===== src/rtl/mult_pkg.sv =====
// Shared types and constants for the sequential Booth-style signed multiplier.
package mult_pkg;

  localparam int MULT_WIDTH_DEF = 8;

  typedef enum logic [2:0] {
    ST_IDLE  = 3'd0,
    ST_START = 3'd1,
    ST_ADD   = 3'd2,
    ST_SUB   = 3'd3,
    ST_NOP   = 3'd4,
    ST_SHIFT = 3'd5,
    ST_DONE  = 3'd6
  } mult_state_e;

  // Compute step for one multiplier bit: the sign bit weight is negative, so it subtracts.
  function automatic mult_state_e step_state(input logic m, input logic last);
    mult_state_e st;
    if (!m) begin
      st = ST_NOP;
    end else if (last) begin
      st = ST_SUB;
    end else begin
      st = ST_ADD;
    end
    return st;
  endfunction

endpackage


===== src/rtl/add_sub_w.sv =====
// W-bit two's-complement adder/subtractor used for the partial-product step.
module add_sub_w #(
  parameter int W = 9
) (
  input  logic [W-1:0] a,
  input  logic [W-1:0] b,
  input  logic         sub,
  output logic [W-1:0] sum
);

  // Single shared datapath; sub selects a-b instead of a+b.
  always_comb begin
    if (sub) begin
      sum = a - b;
    end else begin
      sum = a + b;
    end
  end

endmodule


===== src/rtl/seq_mult_unit.sv =====
// Sequential signed multiplier: {A,B} <= S * B over 2*WIDTH+1 cycles.
// Optional Ovf output (product does not fit in WIDTH bits) enabled by SEQ_MULT_OVF_FLAG_EN.
module seq_mult_unit
  import mult_pkg::*;
#(
  parameter int WIDTH = MULT_WIDTH_DEF
) (
  input  logic             Clk,
  input  logic             Reset_n,
  input  logic             ClearA_LoadB,
  input  logic             Run,
  input  logic [WIDTH-1:0] Din,
  output logic [WIDTH-1:0] Aval,
  output logic [WIDTH-1:0] Bval,
  output logic             X,
  output logic             Busy,
  output logic             Done
`ifdef SEQ_MULT_OVF_FLAG_EN
  , output logic           Ovf
`endif
);

  localparam int CNT_W = $clog2(WIDTH);
  localparam logic [CNT_W-1:0] LAST_CNT = CNT_W'(WIDTH - 1);
  localparam logic [CNT_W-1:0] CNT_ONE  = CNT_W'(1);

  mult_state_e      state_r;
  logic [WIDTH-1:0] a_r;
  logic [WIDTH-1:0] b_r;
  logic [WIDTH-1:0] s_r;
  logic             x_r;
  logic [CNT_W-1:0] cnt_r;
  logic             busy_r;
  logic             done_r;

  logic [WIDTH:0]   sum_s;
  logic             sub_s;
  logic [WIDTH-1:0] shift_a_s;
  logic [WIDTH-1:0] shift_b_s;
  logic [CNT_W-1:0] cnt_inc_s;
  logic             last_s;
  logic             next_last_s;

  add_sub_w #(.W(WIDTH + 1)) u_add_sub (
    .a   ({a_r[WIDTH-1], a_r}),
    .b   ({s_r[WIDTH-1], s_r}),
    .sub (sub_s),
    .sum (sum_s)
  );

  // Arithmetic right shift of {X,A,B} and bit-position bookkeeping.
  always_comb begin
    sub_s       = (state_r == ST_SUB);
    shift_a_s   = {x_r, a_r[WIDTH-1:1]};
    shift_b_s   = {a_r[0], b_r[WIDTH-1:1]};
    last_s      = (cnt_r == LAST_CNT);
    cnt_inc_s   = cnt_r + CNT_ONE;
    next_last_s = (cnt_inc_s == LAST_CNT);
  end

`ifdef SEQ_MULT_OVF_FLAG_EN
  logic ovf_r;
  logic ovf_next_s;

  // Upper half must be pure sign extension of the lower half for the product to fit.
  always_comb begin
    ovf_next_s = (shift_a_s != {WIDTH{shift_b_s[WIDTH-1]}});
  end
`endif

  // Control FSM and datapath registers.
  always_ff @(posedge Clk or negedge Reset_n) begin
    if (!Reset_n) begin
      state_r <= ST_IDLE;
      a_r     <= '0;
      b_r     <= '0;
      s_r     <= '0;
      x_r     <= 1'b0;
      cnt_r   <= '0;
      busy_r  <= 1'b0;
      done_r  <= 1'b0;
`ifdef SEQ_MULT_OVF_FLAG_EN
      ovf_r   <= 1'b0;
`endif
    end else begin
      case (state_r)
        ST_IDLE: begin
          if (ClearA_LoadB) begin
            a_r <= '0;
            x_r <= 1'b0;
            b_r <= Din;
          end else if (Run) begin
            state_r <= ST_START;
            busy_r  <= 1'b1;
          end else begin
            state_r <= ST_IDLE;
          end
        end
        ST_START: begin
          a_r     <= '0;
          x_r     <= 1'b0;
          s_r     <= Din;
          cnt_r   <= '0;
          state_r <= step_state(b_r[0], LAST_CNT == '0);
        end
        ST_ADD, ST_SUB: begin
          {x_r, a_r} <= sum_s;
          state_r    <= ST_SHIFT;
        end
        ST_NOP: begin
          state_r <= ST_SHIFT;
        end
        ST_SHIFT: begin
          a_r <= shift_a_s;
          b_r <= shift_b_s;
          if (last_s) begin
            state_r <= ST_DONE;
            busy_r  <= 1'b0;
            done_r  <= 1'b1;
`ifdef SEQ_MULT_OVF_FLAG_EN
            ovf_r   <= ovf_next_s;
`endif
          end else begin
            // Counter holds at its last value so it never wraps.
            cnt_r   <= cnt_inc_s;
            state_r <= step_state(b_r[1], next_last_s);
          end
        end
        ST_DONE: begin
          if (!Run) begin
            state_r <= ST_IDLE;
            done_r  <= 1'b0;
`ifdef SEQ_MULT_OVF_FLAG_EN
            ovf_r   <= 1'b0;
`endif
          end else begin
            state_r <= ST_DONE;
          end
        end
        default: begin
          state_r <= ST_IDLE;
          busy_r  <= 1'b0;
          done_r  <= 1'b0;
        end
      endcase
    end
  end

  assign Aval = a_r;
  assign Bval = b_r;
  assign X    = x_r;
  assign Busy = busy_r;
  assign Done = done_r;
`ifdef SEQ_MULT_OVF_FLAG_EN
  assign Ovf  = ovf_r;
`endif

endmodule


===== config.mk =====
export PLATFORM = sky130hd
export DESIGN_NAME = seq_mult_unit
export DESIGN_NICKNAME = d
export VERILOG_FILES = /design/src/rtl/mult_pkg.sv /design/src/rtl/add_sub_w.sv /design/src/rtl/seq_mult_unit.sv
export SDC_FILE = /design/constraint.sdc
export NUM_CORES = 1
export LEC_CHECK = 0
export ABC_AREA = 1
export BUFFER_PORTS_ARGS = -buffer_cell sky130_fd_sc_hd__buf_2
export CORE_MARGIN = 8
export CORE_UTILIZATION = 57
export CTS_CLUSTER_SIZE = 24
export DETAILED_ROUTE_END_ITERATION = 6
export PLACE_DENSITY = 0.85
export SLEW_MARGIN = 20
export SYNTH_ARGS = -nofsm -noshare
export SYNTH_HDL_FRONTEND = slang
export SYNTH_SLANG_ARGS = --single-unit

===== constraint.sdc =====
create_clock -name Clk -period 3 [get_ports Clk]
set_input_delay 0.3 -clock Clk [delete_from_list [all_inputs] [get_ports Clk]]
set_output_delay 0.3 -clock Clk [all_outputs]
set_load 0.02 [all_outputs]

==> impl_metrics.yaml <==
floorplan:
  fp.dieArea_um2: 5840
  fp-row-count: 22
  start_util_pct: 58.2
  die_h_um: 76.4
  core-area_um2: 3580
  ios: 31
  die_w_um: 76.4
clocking:
  cts_max_path_buffers: 2
  hold_buffers: 0
  clockRootBuffer: "clkbuf_4"
  postCtsSetupRepairBufs: 0
  htree_levels: 2
  cts_sinks: 33
  cts_buffers: 5
  cts_tree: "yes"
  clock_latency_ns: 0.34
  cts.repair.resized: 0
  path_clk_slew_ns: 0.10
cells_and_area:
  final_util_pct: 65.7
  fin_cells: 341
  syn_to_final_growth_pct: 13.0
  antenna-diode-count: 0
  drive_gt1_share_pct: 20.1
  num-fill-cells: 323
  finalNetCount: 317
sta:
  worst_pin_slew_ns: 0.706
  rsz0062_at_grt: "no"
  hold_ws_ns: -0.00535
  worst_slack_ns: 0.626
  slew_violations: 0
  finalCritPeriodShare_pct: 79.1
  slew-limit-headroom_pct: 52.9
  period_needed_ns: 2.37
  fmax_ghz: 0.421
  clock-skew-final_ns: 0.00443
  hold_violations: 4
  finalSetupViolations: 0
  tns_ns: 0
synthesis:
  synth_compound_area_share_pct: 17.7
  yosysMostFrequentCell: "nand2_1"
  synth_area_per_cell_um2: 8.04
  synth_adder_area_share_pct: 8.17
  yosys-top-cells-area: "dfrtp_1 (40%), nand2_1 (13%), ha_1 (7.2%)"
  synth_commonest_cells: "nand2_1 (70), dfrtp_1 (33), inv_1 (29)"
  syn_inst: 259
  synth_mux_area_share_pct: 0
  dominantRegCellSynth: "dfrtp_1"
  synth_top_family_by_area: "simple AND/OR/NAND/NOR gates"
  yosys.area.top_type: "dfrtp_1"
  synth_top_area_share_pct: 39.7
  synth_fp_nets: 284
  netlist_area_um2: 2080
  ys_seq_elements: 33
  seq_area_frac_synth_pct: 39.7
  ys_types: 34
  ys_warn_count: 0
  async_flop_share_pct: 100
  synth-xor-area-share_pct: 2.94
  synth_enable_flop_cells: 0
  synthSimpleGateAreaFrac_pct: 24.2
pwr:
  power.leakage_uw: 0.00123
  pwr-share-seq_pct: 27.6
  vdd.ir_drop.worst_mv: 0.542
  internal_power_uw: 1480
  p_total_uw: 2970
  power_switching_uw: 1490
  comb_power_share_pct: 60.5
  powerDensity_nw_per_um2: 1260
  swShare_pct: 50.3
  power.share.clock_pct: 11.9
detailed_routing:
  ant_nets: 0
  totalWireLength_um: 4440
  avgRoutedWirePerCell_um: 13.0
  drc: 0
  first_iter_violations: 116
  first_pass_iters: 4
  vias_per_cell: 5.29
  vias: 1803
grt:
  grt_pass1_vias: 1800
  grt_pass1_wl_um: 7900
  grt-ovfl-total: 0
  antenna_found_initial: 0
  grt.total_usage_pct: 16.0
  grt_max_degree: 34
status:
  status: "finished, violations left"
  violations: "negative hold slack"
placement:
  dp_slack_ns: 0.684
  dp.cells: 333
  port_buffers: 30
  hpwl_um: 3430
  gp_congestion: 0.923
setup_path:
  worst_setup_path_end_kind: "flip-flop"
  cp_data_required_time_ns: 3.23
  crit_path_start_kind: "flip-flop"
  worst-setup-path-type: "reg2reg"
  crit_fanout: 8
  arrival_ns: 2.61
job:
  cap_violations: 0
hold_path:
  hold_path.class: "in2async"
cell families after synthesis:
kind of cell	count (synthesis)
buffers and inverters	37
AND/OR/NAND/NOR	112
flip-flops	33
XOR/XNOR	7
AO/OA/AOI/OAI	57
adder cells (fa/ha/maj)	13
final cells by class:
| type | instances | area [µm²] | area share, % |
|---|---|---|---|
| repair buffers | 30 | 150 | 6.38 |
| flip-flops and latches | 33 | 826 | 35.1 |
| well taps | 48 | 60.1 | 2.55 |
| clock inverters | 2 | 37.5 | 1.60 |
| multi-input cells | 189 | 1100 | 46.9 |
| inverters | 33 | 124 | 5.27 |
| clock buffers | 6 | 51.3 | 2.18 |
power by group through the flow:
stage	combinational, µW	sequential, µW	clock, µW
floorplan	1290	916	0
global placement	1740	808	0
detailed placement	1790	820	0
CTS	1800	814	363
global route	2050	843	376
finish	1800	818	353
layer usage:
| layer | vias up | GRT usage [%] | routed length [µm] |
|---|---|---|---|
| met5 | - | 0 | 0 |
| met2 | 34 | 28.4 | 2200 |
| met3 | 4 | 3.77 | 174 |
| li1 | 933 | - | - |
| met4 | 0 | 5.58 | 44 |
| met1 | 832 | 18.4 | 2030 |
path summary, 6_finish.rpt:
path | start | slack (ns) | to | cells after the start
worst max-delay path | state_r[2]$_DFFE_PN0N_ | 0.63 | Aval[7]$_DFFE_PN0P_ | 13
worst min-delay path | Reset_n | -0.005 | cnt_r[1]$_DFFE_PN0P_ | 1
worst max register to register | state_r[2]$_DFFE_PN0N_ | 0.63 | Aval[7]$_DFFE_PN0P_ | 13
worst min register to register | Busy$_DFFE_PN0P_ | 0.51 | Busy$_DFFE_PN0P_ | 2
max in group asynchronous | Reset_n | 2.55 | Bval[5]$_DFFE_PN0P_ | 1
min in group Clk | Din[7] | 0.16 | s_r[7]$_DFFE_PN0P_ | 3
cell usage in the layout (no fill, tap or decap), types with 4 or more instances in the layout:
| cell type | Yosys | final |
|---|---|---|
| dfrtp_1 | 33 | 33 |
| nand2_1 | 70 | 70 |
| a21oi_1 | 13 | 13 |
| buf_2 | 2 | 30 |
| nor2_1 | 13 | 13 |
| nand3_1 | 10 | 10 |
| xor2_1 | 4 | 4 |
| nand4_1 | 4 | 4 |
| ha_1 | 12 | 12 |
| o211ai_1 | 10 | 10 |
| o21ai_1 | 7 | 7 |
| clkbuf_4 | 0 | 5 |
| inv_1 | 29 | 29 |
| o21ai_0 | 14 | 14 |
| inv_2 | 4 | 4 |
metrics by stage:
step | hold slack [ns] | instance area (µm²)
3_3_place_gp | 0.394 | 2260
3_5_place_dp | 0.395 | 2260
6_report | -0.00535 | 2350
5_1_grt | 0.0597 | 2350
4_1_cts | 0.00926 | 2350
2_1_floorplan | 0.00441 | 2080
sequential cells by signal (all words and copies together), names as in the netlist:
register  count
Aval          8
Bval          8
s_r           8
cnt_r         3
state_r       3
Busy          1
Done          1
X             1
worst max-delay path, cell delays in order (launching register included):
cell and delay, ns:
dfrtp_1 0.44, inv_1 0.19, nand2_4 0.12, nor2_4 0.18
inv_2 0.08, o31ai_1 0.08, xnor2_1 0.15, inv_1 0.05
ha_1 0.34, a21oi_1 0.23, o21a_1 0.16, nand3b_1 0.09
nand3_1 0.09, nand3_1 0.06
Note: power is estimated with default switching activity, not from simulation.
